File: config.mk
export PLATFORM = sky130hd
export DESIGN_NAME = serial_sub
export DESIGN_NICKNAME = d
export VERILOG_FILES = /design/src/rtl/adder_pkg.sv /design/src/rtl/full_sub_cell.sv /design/src/rtl/serial_sub.sv
export SDC_FILE = /design/constraint.sdc
export NUM_CORES = 1
export LEC_CHECK = 0
export CAP_MARGIN = 25
export CORE_MARGIN = 2
export CORE_UTILIZATION = 46
export CTS_BUF_LIST = sky130_fd_sc_hd__clkbuf_4 sky130_fd_sc_hd__clkbuf_8 sky130_fd_sc_hd__clkbuf_16
export DETAILED_ROUTE_END_ITERATION = 10
export PLACE_DENSITY = 0.72
export SLEW_MARGIN = 5
export SYNTH_ARGS = -nofsm -noshare
export SYNTH_HDL_FRONTEND = slang
export SYNTH_SLANG_ARGS = --single-unit
File: constraint.sdc
create_clock -name clk -period 1.8 [get_ports clk]
set_input_delay 0.36 -clock clk [delete_from_list [all_inputs] [get_ports clk]]
set_output_delay 0.36 -clock clk [all_outputs]
set_load 0.005 [all_outputs]
File: src/rtl/adder_pkg.sv
// Shared types and constants for the adder/subtractor family.
package adder_pkg;

  localparam int unsigned WIDTH_DEF = 32;

  typedef enum logic [1:0] {
    IDLE = 2'd0,
    RUN  = 2'd1,
    DONE = 2'd2
  } state_e;

endpackage

File: src/rtl/full_sub_cell.sv
// Single-bit full subtractor: d = x - y - bi, bo = borrow out.
module full_sub_cell (
  input  logic x,
  input  logic y,
  input  logic bi,
  output logic d,
  output logic bo
);

  // Difference and borrow of one bit position.
  always_comb begin
    d  = x ^ y ^ bi;
    bo = (~x & y) | (~(x ^ y) & bi);
  end

endmodule

File: src/rtl/serial_sub.sv
// Bit-serial subtractor: a - b - bin, one bit per clock, LSB first.
module serial_sub
  import adder_pkg::*;
#(
  parameter int unsigned WIDTH = WIDTH_DEF
) (
  input  logic             clk,
  input  logic             rst,
  input  logic             start,
  input  logic [WIDTH-1:0] a,
  input  logic [WIDTH-1:0] b,
  input  logic             bin,
  output logic             busy,
  output logic             done,
  output logic [WIDTH-1:0] diff,
  output logic             bout,
  output logic             overflow
);

  localparam int unsigned CW = $clog2(WIDTH);

  state_e           state_q, state_d;
  logic             busy_q, busy_d;
  logic             done_q, done_d;

  logic [CW-1:0]    cnt_q;
  logic [WIDTH-1:0] a_sh_q;
  logic [WIDTH-1:0] b_sh_q;
  logic [WIDTH-1:0] diff_sh_q;
  logic [WIDTH-1:0] diff_sh_d;
  logic             br_q;
  logic             a_msb_q;
  logic             b_msb_q;

  logic [WIDTH-1:0] diff_q;
  logic             bout_q;
  logic             ovf_q;

  logic             cell_d;
  logic             cell_bo;
  logic             last_step;

  // The one and only subtractor cell, fed from the shift-register LSBs.
  full_sub_cell u_cell (
    .x  (a_sh_q[0]),
    .y  (b_sh_q[0]),
    .bi (br_q),
    .d  (cell_d),
    .bo (cell_bo)
  );

  assign last_step = (cnt_q == CW'(WIDTH - 1));
  assign diff_sh_d = WIDTH'({cell_d, diff_sh_q} >> 1);

  // State register and registered handshake outputs.
  always_ff @(posedge clk) begin
    if (rst) begin
      state_q <= IDLE;
      busy_q  <= 1'b0;
      done_q  <= 1'b0;
    end else begin
      state_q <= state_d;
      busy_q  <= busy_d;
      done_q  <= done_d;
    end
  end

  // Next-state logic; start only matters in IDLE.
  always_comb begin
    state_d = state_q;
    case (state_q)
      IDLE:    if (start) state_d = RUN;
      RUN:     if (last_step) state_d = DONE;
      DONE:    state_d = IDLE;
      default: state_d = IDLE;
    endcase
  end

  // Handshake outputs decoded from the upcoming state so they register cleanly.
  always_comb begin
    busy_d = 1'b0;
    done_d = 1'b0;
    if (state_d == RUN)  busy_d = 1'b1;
    if (state_d == DONE) done_d = 1'b1;
  end

  // Datapath: operand load, bit steps, and result capture on the final step.
  always_ff @(posedge clk) begin
    if (rst) begin
      cnt_q     <= '0;
      a_sh_q    <= '0;
      b_sh_q    <= '0;
      diff_sh_q <= '0;
      br_q      <= 1'b0;
      a_msb_q   <= 1'b0;
      b_msb_q   <= 1'b0;
      diff_q    <= '0;
      bout_q    <= 1'b0;
      ovf_q     <= 1'b0;
    end else begin
      case (state_q)
        IDLE: begin
          if (start) begin
            a_sh_q  <= a;
            b_sh_q  <= b;
            br_q    <= bin;
            cnt_q   <= '0;
            a_msb_q <= a[WIDTH-1];
            b_msb_q <= b[WIDTH-1];
          end
        end
        RUN: begin
          a_sh_q    <= a_sh_q >> 1;
          b_sh_q    <= b_sh_q >> 1;
          diff_sh_q <= diff_sh_d;
          br_q      <= cell_bo;
          if (last_step) begin
            // Final bit is the new MSB; results update only here.
            diff_q <= diff_sh_d;
            bout_q <= cell_bo;
            ovf_q  <= (a_msb_q != b_msb_q) && (cell_d != a_msb_q);
          end else begin
            cnt_q <= cnt_q + CW'(1);
          end
        end
        default: ;
      endcase
    end
  end

  assign busy     = busy_q;
  assign done     = done_q;
  assign diff     = diff_q;
  assign bout     = bout_q;
  assign overflow = ovf_q;

endmodule

==> flow_summary.ini, run 1 <==
[detailed_routing]
vias_per_cell = 5.228
antenna_left = 0
drt_pre_antenna_iters = 4
drt-total-wl_um = 12460
drtIter0Drc = 248
drc_errors = 0
vias = 4951
wl_per_cell_um = 13.15

[synthesis]
yosysTopAreaCell = dfxtp_1
synth.area.top_cells = dfxtp_1 51%, nand2_1 18%, a311oi_1 9.7%, a21oi_1 6.4%, nor2_1 4.5%
synth_area_per_cell_sq_um = 7.914
syn_nets = 776
syn_inst = 705
synth_seq_cells = 141
synth.top_cell.area_share = 0.5059
netlist_area_sq_um = 5579
ys_seq_area_frac = 0.5059
synth_warnings = 0
synth.distinct_cells = 32

[global_route]
grt_pass1_wl_um = 20910
gr-usage-all-layers = 0.1973
grt.overflow.total = 0
antenna_found_initial = 0
grt_start_max_net_pins = 70
grt_pass1_vias = 4670

[layout]
mostFrequentLayoutCell = nand2_1
fin_nets = 859
utilization = 0.6225
area_delta_synth_final_pct = 32.90
final_cell_mix = 261 x nand2_1, 140 x dfxtp_1, 102 x clkdlybuf4s50_1, 71 x a21oi_1, 67 x nor2_1
num_antenna_cells = 0
n_fill_cell = 1026
layout-drive-gt1-share = 0.08500

[cts]
cts_buffers = 17
clock_latency_ns = 0.41
cts_hold_buf = 0
numClockSinks = 141
cts_tree = yes
htreeDepth = 4
clockBufferDepth = 2
cts-root-buf = clkbuf_16
path_clk_slew_ns = 0.06
cts_setup_buffers = 0

[pwr]
power_density_nw_per_um2 = 1031
p_leak_nw = 2.683
ir_worst_vdd_mv = 0.5734
finalPower_mw = 7.648

[sta]
slew_headroom = 0.7256
max_freq_mhz = 600.1
finalSetupTns_ns = 0
period_share = 0.9257
maxSlewViolCount = 0
post-route-min-period_ns = 1.666
tightest_slew_ns = 0.4114
skew_ns = 0.01123
setup_viol = 0
hold_viol_final = 0
rsz0062_at_grt = no

[worst_setup_path]
required_ns = 2.13
crit_path_max_fanout = 27
cp-end-kind = register
reg2reg_slack_ns = 0.13
critPathArrivalTime_ns = 2.00
start_kind = register
crit_type = reg -> reg

[floorplanning]
std_cell_rows = 40
chipHeight_um = 114.1
ioPinCount = 104
dieArea_sq_um = 13030
core_area_sq_um = 11910
die_w_um = 114.1
initial_core_util = 0.4684

[flow_run]
timing.max_cap.violations = 0

[min_path]
min_path_type = in -> reg

[place]
dp_hpwl_um = 8125
routabilityCongestion = 0.7834
port_buffers = 103

[status]
status = finished, final reports clean
==> sequential cells by signal, indices dropped and copies added (netlist names), 2 cells and up <==
signal and flops:
a_sh_q 32, b_sh_q 32, diff 32, diff_sh_q 31, cnt_q 5, state_q 2
==> final cells by class <==
type | count | area [sq um] | share of cell area
clock buffers | 20 | 460.4 | 0.06210
clock inverters | 11 | 165.2 | 0.02227
inverters | 2 | 7.507 | 0.001012
multi-input cells | 500 | 2472 | 0.3334
flip-flops and latches | 141 | 2824 | 0.3809
well taps | 147 | 183.9 | 0.02481
repair buffers | 126 | 1301 | 0.1755
==> critical path, cell delays in order, from the launching register on <==
cell and delay (ns):
dfxtp_2 0.35, ha_2 0.20, and3_1 0.21, ha_4 0.18, and3b_2 0.26, buf_12 0.18
nor2_1 0.07, nor3_2 0.14
==> cell families (layout without fill, tap and decap cells) <==
group | Yosys count | count (layout) | share of synthesized area
flip-flops | 141 | 141 | 0.5059
buffers and inverters | 64 | 159 | 0.05808
adder cells (fa/ha/maj) | 3 | 3 | 0.008073
AO/OA/AOI/OAI | 150 | 150 | 0.1828
AND/OR/NAND/NOR | 347 | 347 | 0.2451
==> per-stage QoR <==
| stage | instance area, sq um | setup WS, ns | instances | hold slack, ns |
|---|---|---|---|---|
| after detailed placement | 6760 | -0.1063 | 916 | 0.4470 |
| after CTS | 7390 | 0.04090 | 947 | 0.3282 |
| after global routing | 7415 | 0.02686 | 947 | 0.3549 |
| after floorplan | 5579 | 0.1699 | 705 | 0.4321 |
| after global placement | 6760 | 0.01635 | 916 | 0.4440 |
| final | 7415 | 0.1337 | 947 | 0.3444 |
==> report_power, final <==
| group | switching [mW] | internal (mW) |
|---|---|---|
| clock | 1.28 | 2.40 |
| combinational | 0.334 | 0.307 |
| sequential | 0.0727 | 3.26 |
==> routing by layer <==
layer,vias up,part of all wire,GRT usage
li1,2541,-,-
met2,117,0.48,0.3266
met4,0,0.013,0.06667
met5,-,0,0
met1,2279,0.46,0.2507
met3,14,0.049,0.05241
==> final timing paths <==
path                  from       end  cells past startpoint
setup / recovery  cnt_q[1]  overflow                      7
hold / removal         rst  cnt_q[1]                      2
setup reg to reg  cnt_q[1]  overflow                      7
hold reg to reg    diff[0]   diff[0]                      2
==> what timing repair did <==
| action | in CTS | in global routing |
|---|---|---|
| gates resized for setup | 2 | 5 |
| pin swaps | 0 | 0 |
| setup endpoints to repair | 30 | 20 |
| endpoints found under the hold margin | 0 | 0 |
==> Yosys cell counts, drive strengths merged <==
cell type / number
o21bai: 1
inv: 2
and3b: 1
nand2: 261
a2111o: 1
nand3: 1
nand2b: 3
buf: 37
or3b: 1
o31ai: 1
o21ai: 6
nand3b: 1
clkbuf: 25
and2: 3
a21oi: 71
nor3: 2
and3: 1
fa: 1
a211oi: 4
a221oi: 2
nor2b: 3
ha: 2
o211ai: 1
dfxtp: 141
nor3b: 3
a31oi: 1
a311oi: 62
nor2: 67
Power figures use the tool's default switching activity.
==> run 2: changes to the inputs <==
--- a/config.mk
+++ b/config.mk
@@ -11,7 +11,7 @@
 export CTS_BUF_LIST = sky130_fd_sc_hd__clkbuf_4 sky130_fd_sc_hd__clkbuf_8 sky130_fd_sc_hd__clkbuf_16
 export DETAILED_ROUTE_END_ITERATION = 10
 export PLACE_DENSITY = 0.72
-export SLEW_MARGIN = 5
+export SLEW_MARGIN = 20
 export SYNTH_ARGS = -nofsm -noshare
 export SYNTH_HDL_FRONTEND = slang
 export SYNTH_SLANG_ARGS = --single-unit
==> results of run 2 <==
Final layout, timing and power as in run 1 (identical DEF).
